## config.mk

```make
export PLATFORM = sky130hd
export DESIGN_NAME = pipeline_ctrl_flat
export DESIGN_NICKNAME = d
export VERILOG_FILES = /design/src/rtl/pipeline_ctrl_pkg.sv /design/src/rtl/pipeline_ctrl_if.sv /design/src/rtl/pipeline_ctrl_load_use_detect.sv /design/src/rtl/pipeline_ctrl.sv /design/src/flat_wrapper.sv
export SDC_FILE = /design/constraint.sdc
export NUM_CORES = 1
export LEC_CHECK = 0
export CAP_MARGIN = 5
export CORE_MARGIN = 2
export CORE_UTILIZATION = 40
export DETAILED_ROUTE_END_ITERATION = 8
export PLACE_DENSITY = 0.64
export SLEW_MARGIN = 20
export SYNTH_ARGS = -nofsm -noshare
export SYNTH_HDL_FRONTEND = slang
export SYNTH_HIERARCHICAL = 1
export SYNTH_SLANG_ARGS = --single-unit
```

## constraint.sdc

```tcl
create_clock -name clk_i -period 3 [get_ports clk_i]
set_clock_uncertainty 0.05 [all_clocks]
set_input_delay 0.45 -clock clk_i [delete_from_list [all_inputs] [get_ports clk_i]]
set_output_delay 0.45 -clock clk_i [all_outputs]
set_load 0.02 [all_outputs]
```

## src/rtl/pipeline_ctrl_pkg.sv

```systemverilog
// Shared types and constants for the pipeline hazard/stall controller.
package pipe_ctrl_pkg;

  localparam int unsigned REG_W = 5;
  localparam logic [REG_W-1:0] REG_ZERO = 5'd0;

  typedef enum logic [1:0] {
    RUN     = 2'd0,
    MEMWAIT = 2'd1,
    ERR     = 2'd2
  } state_t;

endpackage

```

## src/rtl/pipeline_ctrl_if.sv

```systemverilog
// Hazard inputs and pipeline-control outputs of the controller.
interface pipeline_ctrl_if #(
  parameter int unsigned CNT_W = 16
);
  import pipe_ctrl_pkg::*;

  logic             idex_memread_i;
  logic [REG_W-1:0] idex_rt_i;
  logic [REG_W-1:0] ifid_rs_i;
  logic [REG_W-1:0] ifid_rt_i;
  logic             ifid_uses_rt_i;
  logic             branch_taken_i;
  logic             dmem_req_i;
  logic             dmem_ready_i;
  logic             pc_write_o;
  logic             ifid_write_o;
  logic             ifid_flush_o;
  logic             idex_bubble_o;
  logic             pipe_hold_o;
  logic             err_o;
  logic [CNT_W-1:0] stall_cycles_o;

  modport master (
    output idex_memread_i, idex_rt_i, ifid_rs_i, ifid_rt_i, ifid_uses_rt_i,
    output branch_taken_i, dmem_req_i, dmem_ready_i,
    input  pc_write_o, ifid_write_o, ifid_flush_o, idex_bubble_o, pipe_hold_o,
    input  err_o, stall_cycles_o
  );

  modport slave (
    input  idex_memread_i, idex_rt_i, ifid_rs_i, ifid_rt_i, ifid_uses_rt_i,
    input  branch_taken_i, dmem_req_i, dmem_ready_i,
    output pc_write_o, ifid_write_o, ifid_flush_o, idex_bubble_o, pipe_hold_o,
    output err_o, stall_cycles_o
  );

endinterface

```

## src/rtl/pipeline_ctrl_load_use_detect.sv

```systemverilog
// Combinational load-use comparator between the load in ID/EX and the
// source operands of the instruction in IF/ID.
module load_use_detect
  import pipe_ctrl_pkg::*;
(
  input  logic             idex_memread_i,
  input  logic [REG_W-1:0] idex_rt_i,
  input  logic [REG_W-1:0] ifid_rs_i,
  input  logic [REG_W-1:0] ifid_rt_i,
  input  logic             ifid_uses_rt_i,
  output logic             lu_o
);

  logic w_rs_match;
  logic w_rt_match;

  assign w_rs_match = (idex_rt_i == ifid_rs_i);
  assign w_rt_match = (idex_rt_i == ifid_rt_i) & ifid_uses_rt_i;
  // r0 is hardwired zero, so a load into it never creates a dependency
  assign lu_o = idex_memread_i & (idex_rt_i != REG_ZERO) & (w_rs_match | w_rt_match);

endmodule

```

## src/rtl/pipeline_ctrl.sv

```systemverilog
// Hazard and stall controller: load-use bubbles, branch squash, memory
// freeze with watchdog, and a saturating stall-cycle counter.
module pipeline_ctrl
  import pipe_ctrl_pkg::*;
#(
  parameter int unsigned TIMEOUT = 255,
  parameter int unsigned CNT_W   = 16
) (
  input  logic            clk_i,
  input  logic            rst_i,
  pipeline_ctrl_if.slave  bus
);

  localparam int unsigned TCNT_W = $clog2(TIMEOUT + 1);

  state_t            r_state;
  state_t            w_state_nxt;
  logic [TCNT_W-1:0] r_tcnt;
  logic [TCNT_W-1:0] w_tcnt_nxt;
  logic              r_flush_pend;
  logic              w_flush_pend_nxt;
  logic              r_err;
  logic [CNT_W-1:0]  r_stall_cnt;

  logic w_lu;
  logic w_mem_hold;
  logic w_squash;
  logic w_pc_write;
  logic w_ifid_write;
  logic w_ifid_flush;
  logic w_idex_bubble;
  logic w_pipe_hold;

  load_use_detect u_lud (
    .idex_memread_i (bus.idex_memread_i),
    .idex_rt_i      (bus.idex_rt_i),
    .ifid_rs_i      (bus.ifid_rs_i),
    .ifid_rt_i      (bus.ifid_rt_i),
    .ifid_uses_rt_i (bus.ifid_uses_rt_i),
    .lu_o           (w_lu)
  );

  assign w_mem_hold = bus.dmem_req_i & ~bus.dmem_ready_i;
  // A flush deferred by a memory hold is treated exactly like a fresh taken branch
  assign w_squash   = bus.branch_taken_i | r_flush_pend;

  always_comb begin
    w_state_nxt      = r_state;
    w_tcnt_nxt       = r_tcnt;
    w_flush_pend_nxt = r_flush_pend;
    w_pc_write       = 1'b1;
    w_ifid_write     = 1'b1;
    w_ifid_flush     = 1'b0;
    w_idex_bubble    = 1'b0;
    w_pipe_hold      = 1'b0;

    unique case (r_state)
      RUN: begin
        if (w_mem_hold) begin
          w_pc_write       = 1'b0;
          w_ifid_write     = 1'b0;
          w_pipe_hold      = 1'b1;
          w_tcnt_nxt       = TCNT_W'(1);
          w_flush_pend_nxt = w_squash;
          if (TIMEOUT <= 1) w_state_nxt = ERR;
          else              w_state_nxt = MEMWAIT;
        end else if (w_squash) begin
          w_ifid_flush     = 1'b1;
          w_idex_bubble    = 1'b1;
          w_flush_pend_nxt = 1'b0;
        end else if (w_lu) begin
          w_pc_write    = 1'b0;
          w_ifid_write  = 1'b0;
          w_idex_bubble = 1'b1;
        end
      end
      MEMWAIT: begin
        w_pc_write   = 1'b0;
        w_ifid_write = 1'b0;
        w_pipe_hold  = 1'b1;
        if (bus.dmem_ready_i) begin
          w_state_nxt = RUN;
        end else if (r_tcnt >= TCNT_W'(TIMEOUT - 1)) begin
          w_state_nxt = ERR;
        end else begin
          w_tcnt_nxt = r_tcnt + TCNT_W'(1);
        end
      end
      ERR: begin
        w_pc_write    = 1'b0;
        w_ifid_write  = 1'b0;
        w_pipe_hold   = 1'b1;
        w_idex_bubble = 1'b1;
      end
      default: w_state_nxt = RUN;
    endcase

    // Reset forces a safe bubble into ID/EX regardless of state or inputs
    if (!rst_i) begin
      w_pc_write    = 1'b0;
      w_ifid_write  = 1'b0;
      w_ifid_flush  = 1'b0;
      w_idex_bubble = 1'b1;
      w_pipe_hold   = 1'b0;
    end
  end

  always_ff @(posedge clk_i or negedge rst_i) begin
    if (!rst_i) begin
      r_state      <= RUN;
      r_tcnt       <= '0;
      r_flush_pend <= 1'b0;
      r_err        <= 1'b0;
      r_stall_cnt  <= '0;
    end else begin
      r_state      <= w_state_nxt;
      r_tcnt       <= w_tcnt_nxt;
      r_flush_pend <= w_flush_pend_nxt;
      r_err        <= r_err | (w_state_nxt == ERR);
      if (!w_pc_write && (r_stall_cnt != '1)) begin
        r_stall_cnt <= r_stall_cnt + CNT_W'(1);
      end
    end
  end

  assign bus.pc_write_o     = w_pc_write;
  assign bus.ifid_write_o   = w_ifid_write;
  assign bus.ifid_flush_o   = w_ifid_flush;
  assign bus.idex_bubble_o  = w_idex_bubble;
  assign bus.pipe_hold_o    = w_pipe_hold;
  assign bus.err_o          = r_err;
  assign bus.stall_cycles_o = r_stall_cnt;

endmodule

```

## src/flat_wrapper.sv

```systemverilog
// flat-port wrapper written by rule: the top's interface ports become plain ports
module pipeline_ctrl_flat import pipe_ctrl_pkg::*;
#(
  parameter int unsigned TIMEOUT = 255,
  parameter int unsigned CNT_W   = 16
)
  (clk_i, rst_i, bus_idex_memread_i, bus_idex_rt_i, bus_ifid_rs_i, bus_ifid_rt_i, bus_ifid_uses_rt_i, bus_branch_taken_i, bus_dmem_req_i, bus_dmem_ready_i, bus_pc_write_o, bus_ifid_write_o, bus_ifid_flush_o, bus_idex_bubble_o, bus_pipe_hold_o, bus_err_o, bus_stall_cycles_o);
  pipeline_ctrl_if #(.CNT_W(CNT_W)) bus_i ();
  input  logic clk_i;
  input  logic rst_i;
  input wire logic [$bits(bus_i.idex_memread_i)-1:0] bus_idex_memread_i;
  input wire logic [$bits(bus_i.idex_rt_i)-1:0] bus_idex_rt_i;
  input wire logic [$bits(bus_i.ifid_rs_i)-1:0] bus_ifid_rs_i;
  input wire logic [$bits(bus_i.ifid_rt_i)-1:0] bus_ifid_rt_i;
  input wire logic [$bits(bus_i.ifid_uses_rt_i)-1:0] bus_ifid_uses_rt_i;
  input wire logic [$bits(bus_i.branch_taken_i)-1:0] bus_branch_taken_i;
  input wire logic [$bits(bus_i.dmem_req_i)-1:0] bus_dmem_req_i;
  input wire logic [$bits(bus_i.dmem_ready_i)-1:0] bus_dmem_ready_i;
  output wire logic [$bits(bus_i.pc_write_o)-1:0] bus_pc_write_o;
  output wire logic [$bits(bus_i.ifid_write_o)-1:0] bus_ifid_write_o;
  output wire logic [$bits(bus_i.ifid_flush_o)-1:0] bus_ifid_flush_o;
  output wire logic [$bits(bus_i.idex_bubble_o)-1:0] bus_idex_bubble_o;
  output wire logic [$bits(bus_i.pipe_hold_o)-1:0] bus_pipe_hold_o;
  output wire logic [$bits(bus_i.err_o)-1:0] bus_err_o;
  output wire logic [$bits(bus_i.stall_cycles_o)-1:0] bus_stall_cycles_o;
  assign bus_i.idex_memread_i = bus_idex_memread_i;
  assign bus_i.idex_rt_i = bus_idex_rt_i;
  assign bus_i.ifid_rs_i = bus_ifid_rs_i;
  assign bus_i.ifid_rt_i = bus_ifid_rt_i;
  assign bus_i.ifid_uses_rt_i = bus_ifid_uses_rt_i;
  assign bus_i.branch_taken_i = bus_branch_taken_i;
  assign bus_i.dmem_req_i = bus_dmem_req_i;
  assign bus_i.dmem_ready_i = bus_dmem_ready_i;
  assign bus_pc_write_o = bus_i.pc_write_o;
  assign bus_ifid_write_o = bus_i.ifid_write_o;
  assign bus_ifid_flush_o = bus_i.ifid_flush_o;
  assign bus_idex_bubble_o = bus_i.idex_bubble_o;
  assign bus_pipe_hold_o = bus_i.pipe_hold_o;
  assign bus_err_o = bus_i.err_o;
  assign bus_stall_cycles_o = bus_i.stall_cycles_o;
  pipeline_ctrl #(.TIMEOUT(TIMEOUT), .CNT_W(CNT_W)) u_core (.clk_i(clk_i), .rst_i(rst_i), .bus(bus_i));
endmodule
```

### Word-level counts from Yosys, hierarchy flattened

Index checks and enable logic that the tools add are counted.

| word-level totals | value |
|---|---|
| register bits after elaboration | 28 |
| bits in latches | 0 |
| RAM bits | 0 |
| ROM bits | 0 |
| bits of input ports | 22 |
| output and inout bits | 22 |
| logic and storage cells | 61 |
| memories kept | 0 |

| operators by class | value |
|---|---|
| $add $sub $neg | 2 |
| $mul | 0 |
| divide/modulo/power cells | 0 |
| magnitude comparators | 1 |
| equal/unequal tests | 9 |
| shifts and indexed selects | 0 |
| mux-type cells | 27 |
| bitwise operators | 8 |
| reductions and logical operators | 9 |

Operators with widths:

| operator | number |
|---|---|
| 8-bit 2-to-1 mux | 3 |
| 16-bit by 1-bit adder with 16-bit output (second input constant) | 1 |
| 1-bit 2-to-1 mux | 16 |
| 16-bit != test (second input constant) | 1 |
| 8-bit case mux with 2 select lines | 1 |
| 5-bit equality test | 2 |
| 8-bit by 1-bit adder with 8-bit output (second input constant) | 1 |
| 8-bit greater-or-equal comparator (second input constant) | 1 |
| 2-bit 2-to-1 mux | 3 |
| 1-bit case mux with 2 select lines | 3 |
| 2-bit case mux with 3 select lines | 1 |
| 5-bit nonzero test | 1 |
| 1-bit bitwise AND | 4 |
| 2-bit equality test (second input constant) | 2 |
| 2-bit != test (second input constant) | 2 |
| 4-bit AND reduction | 1 |
| 2-bit nonzero test | 2 |
| 1-bit bitwise OR | 3 |
| 2-bit by 1-bit equality test with 1-bit output (second input constant) | 1 |
| 2-bit zero test | 1 |
| 2-bit by 1-bit != test with 1-bit output (second input constant) | 1 |
| 2-bit AND reduction | 1 |
| 2-bit OR reduction | 1 |
| 1-bit logical AND | 1 |
| other kinds (2) | 2 |

### Logic depth before layout (Yosys ltp)

| logic depth | value |
|---|---|
| word-level depth | 11 |
| gate-level depth with buffers | 10 |

### Hierarchy

Netlist, hierarchy kept.

Modules (own cells, without submodules):

| module | times used | cells each | area each (µm²) | seq. area each (µm²) |
|---|---|---|---|---|
| pipeline_ctrl | 1 | 162 | 1624.1 | 700.7 |
| load_use_detect | 1 | 17 | 132.6 | 0.0 |

### Worst setup path after synthesis

OpenSTA, ideal clock, no wires.

| timing | value |
|---|---|
| path type | input-to-output |
| start | input port bus_idex_rt_i[3] |
| end | output port bus_pc_write_o |
| arrival time | 2.068 ns |
| required time | 2.500 ns |
| setup slack | 0.432 ns |
| cell stages on the path | 8 |
| cell sequence | xor2_1 nor4_2 nand3_1 a21oi_1 or3b_1 a41oi_2 inv_1 buf_4 |

| between the ends | value |
|---|---|
| longest elaborated chain between the ends | 9 |
| elaborated cells on any way between the ends | 12 |
| classes of those cells | eq/ne (2); mux (5); bitwise (4); reduce/logical (1) |

Ends and longest elaborated chain:

| item | line | text |
|---|---|---|
| start, declared | flat_wrapper.sv:12 | `input wire logic [$bits(bus_i.idex_rt_i)-1:0] bus_idex_rt_i;` |
| 5-bit equality test | pipeline_ctrl_load_use_detect.sv:18 | `assign w_rt_match = (idex_rt_i == ifid_rt_i) & ifid_uses_rt_i;` |
| 1-bit bitwise AND | pipeline_ctrl_load_use_detect.sv:18 |  |
| 1-bit bitwise OR | pipeline_ctrl_load_use_detect.sv:20 | `assign lu_o = idex_memread_i & (idex_rt_i != REG_ZERO) & (w_rs_match \| w_rt_match);` |
| 1-bit bitwise AND * | pipeline_ctrl_load_use_detect.sv:20 |  |
| named net u_core.w_lu | pipeline_ctrl.sv:25 | `logic w_lu;` |
| 1-bit 2-to-1 mux * (3 in a row) | - |  |
| 1-bit case mux with 2 select lines * | - |  |
| 1-bit 2-to-1 mux * | - |  |
| end, declared | flat_wrapper.sv:19 | `output wire logic [$bits(bus_i.pc_write_o)-1:0] bus_pc_write_o;` |

Mark *: on every way through the listed nets, which the timed path passes. The rest lies on a longest branch.

### Worst setup path after layout

| timing | value |
|---|---|
| start | input port bus_ifid_rt_i[3] |
| end | output port bus_pc_write_o |

| between the ends | value |
|---|---|
| longest elaborated chain between the ends | 9 |

Ends and longest elaborated chain:

| item | line | text |
|---|---|---|
| start, declared | flat_wrapper.sv:14 | `input wire logic [$bits(bus_i.ifid_rt_i)-1:0] bus_ifid_rt_i;` |
| 5-bit equality test | pipeline_ctrl_load_use_detect.sv:18 |  |
| 1-bit bitwise AND | pipeline_ctrl_load_use_detect.sv:18 |  |
| 1-bit bitwise OR | pipeline_ctrl_load_use_detect.sv:20 |  |
| 1-bit bitwise AND | pipeline_ctrl_load_use_detect.sv:20 |  |
| named net u_core.w_lu | pipeline_ctrl.sv:25 |  |
| 1-bit 2-to-1 mux | pipeline_ctrl.sv:71 | `end else if (w_lu) begin` |
| 1-bit 2-to-1 mux | pipeline_ctrl.sv:67 | `end else if (w_squash) begin` |
| 1-bit 2-to-1 mux | pipeline_ctrl.sv:59 | `if (w_mem_hold) begin` |
| 1-bit case mux with 2 select lines | pipeline_ctrl.sv:57 | `unique case (r_state)` |
| 1-bit 2-to-1 mux | pipeline_ctrl.sv:99 | `if (!rst_i) begin` |

The timed path passes the listed nets, and every way through them passes these cells.

==> run summary <==
Routed Antenna Nets: 0
relative slew slack: 56.63%
Cells after Synth: 179
Root Driver: clkbuf_8
Skew-Pair Late Insertion Delay: 0.27 ns
area delta synth->final: 36.25%
Worst VDD drop: 0.3771 mV
Synth area leader: dfrtp_1
CTS tree: built
post-route minimum period: 2.887 ns
EDFF count, synth: 0
first-pass GRT wire length: 6.900 mm
Routed wire per std cell: 13.94 um
Int Pwr: 0.9519 mW
P per Cell Area: 647.7 nW/um^2
largest net degree at the start of global routing: 21
Final period util: 96.23%
nets: 264
detailed-route via count: 1482
Mapped Nets: 209
Final setup viols: 0
outcome: complete, no violations
Worst Max-Slew Pin Slew: 0.6456 ns
Sequential Area: 700.7 sq um
Die Width: 70.27 um
Synth Warn #: 6
Core Rows: 24
WP data arrival: 2.39 ns
drt via density: 5.200
core area: 4294 sq um
top post-synthesis cells by area: dfrtp_1 (40%), xor2_1 (10%), ha_1 (5.7%)
pre-CTS setup slack: -0.3976 ns
fraction of layout cells with a size suffix above 1: 12.45%
Die ar.: 4938 sq um
P_leak: 1.051 nW
Slew Limit Fails: 0
Top FF cell, synth: dfrtp_1
Crit Path Max Fanout: 2
worst path required time: 2.50 ns
final hold violations: 0
htree depth: 1
clk sinks: 28
number of global-route vias before repair: 1529
async set-reset flop share out of synthesis: 100.0%
count leader, synth: dfrtp_1
port buffer count: 43
Fin Setup TNS: 0 ns
Chip Height: 70.27 um
grt ovf: 0
Seq/Total Area, Yosys: 39.89%
Pre-Repair DR Iteration Count: 4
I/O Pins: 44
Post-Syn Area per Cell: 9.814 sq um
most instantiated cells after synthesis: dfrtp_1 (28), xor2_1 (21), nand2_1 (12), nor2_1 (12), nor3_1 (11)
P_sw: 0.5985 mW
Gate power share: 43.0%
MaxCap Viol Count: 0
Yosys top cell area share: 39.89%
post-synthesis instance area: 1757 sq um
GRT Util Overall: 16.72%
Residual DRC: 0
synthesized flop and latch total: 28
fin util: 55.74%
initial core utilization: 40.91%
dpl cells: 281
clock power share: 19.4%
RSZ-0062 raised after global routing: yes
Post-Layout Cell Count: 285
initial antenna violation count: 0
fmax: 346.4 MHz
Reg clk slew, reported paths: 0.10 ns
Worst Setup End Kind: output port
CTS buffer count: 3
synth unique cells: 43
Worst Hold Class: flip-flop to flip-flop
Seq pwr share: 37.6%
Switching Share: 38.60%
CTS max path bufs: 2
number of diodes: 0
CP Launch Type: input port
FILL cells: 385
Routed Wire Length: 3.973 mm
Crit Path Category: input port to output port
multi-input combinational cell area: 1005 sq um
gpl congestion: 0.7851
First DRT Iteration DRCs: 105
setup slack after layout: 0.1130 ns
hpwl dp: 2.975 mm
## cell type report
| class | instances | share of cell area, % |
|---|---|---|
| multi-input cells | 138 | 41.98 |
| clock inverters | 1 | 1.255 |
| repair buffers | 55 | 21.80 |
| clock buffers | 3 | 1.725 |
| inverters | 8 | 1.255 |
| well taps | 52 | 2.718 |
| flip-flops and latches | 28 | 29.27 |
## worst paths after layout
kind | slack (ns) | cells past startpoint | endpoint | start
max | 0.11 | 9 | bus_pc_write_o | bus_ifid_rt_i[3]
min | 0.43 | 2 | u_core/bus.err_o$_DFF_PN0_ | u_core/bus.err_o$_DFF_PN0_
max reg2reg | 0.81 | 8 | u_core/r_tcnt[5]$_DFFE_PN0P_ | u_core/r_state[0]$_DFF_PN0_
min reg2reg | 0.43 | 2 | u_core/bus.err_o$_DFF_PN0_ | u_core/bus.err_o$_DFF_PN0_
max in group asynchronous | 1.95 | 3 | u_core/bus.stall_cycles_o[11]$_DFFE_PN0P_ | rst_i
min in group asynchronous | 0.47 | 2 | u_core/r_flush_pend$_DFFE_PN0P_ | rst_i
## layer usage
metal | track usage, % | share of wire [%]
met1 | 22.64 | 49
met2 | 27.88 | 47
met3 | 2.886 | 2.7
met4 | 3.846 | 0.86
met5 | 0 | 0
## repair_timing
item | 4_1_cts | 5_1_grt
setup buffers | 0 | 0
endpoints found under the setup margin | 3 | 9
hold buffers | 0 | 0
resized for setup | 9 | 7
pin swaps | 1 | 4
## layout by cell type (no fill, tap or decap), types with 4 or more instances in the layout
master | synthesis | routed
a21oi_1 | 7 | 6
and4_1 | 4 | 4
buf_4 | 1 | 14
clkdlybuf4s50_1 | 0 | 37
dfrtp_1 | 28 | 28
ha_1 | 8 | 8
inv_1 | 8 | 8
nand2_1 | 12 | 12
nand3_1 | 9 | 9
nand4_1 | 8 | 8
nor2_1 | 12 | 12
nor3_1 | 11 | 10
nor4_2 | 4 | 4
xnor2_1 | 8 | 8
xor2_1 | 21 | 21
## power by group through the flow
stage / Combinational (mW) / Clock [mW] / Sequential, mW
6_report: 0.667 / 0.301 / 0.582
2_1_floorplan: 0.366 / 0 / 0.619
3_5_place_dp: 0.672 / 0 / 0.586
3_3_place_gp: 0.670 / 0 / 0.586
5_1_grt: 0.735 / 0.327 / 0.597
4_1_cts: 0.662 / 0.311 / 0.581
## state kept, by name, indices dropped and copies added (netlist names)
signal,flops
u_core/r_tcnt,8
u_core/r_state,2
u_core/r_flush_pend,1
u_core/bus.stall_cycles_o,16
u_core/bus.err_o,1
## cells by family after synthesis
| family | share of synthesized area, % |
|---|---|
| muxes | 0.6410 |
| and+or+nand+nor | 23.36 |
| AOI/OAI and AO/OA | 12.54 |
| adders and majority gates | 5.698 |
| DFF | 39.89 |
| xor gates and xnor gates | 14.46 |
| buffers and inverters | 3.419 |
## worst max-delay path, stage by stage
cell and delay, ns:
clkdlybuf4s50_1 0.41, xor2_1 0.15, nor4_2 0.29, nand3_1 0.14
a21oi_2 0.14, or3b_1 0.37, a41oi_2 0.19, inv_1 0.08
buf_4 0.16
## stage by stage
| stage | area, sq um | hold slack [ns] | total power, mW |
|---|---|---|---|
| 6_report | 2394 | 0.4343 | 1.550 |
| 5_1_grt | 2394 | 0.4680 | 1.659 |
| 4_1_cts | 2372 | 0.4399 | 1.554 |
| 3_5_place_dp | 2312 | 0.4086 | 1.258 |
| 3_3_place_gp | 2312 | 0.4014 | 1.256 |
| 2_1_floorplan | 1757 | 0.1044 | 0.9848 |
Power figures use the tool's default switching activity.
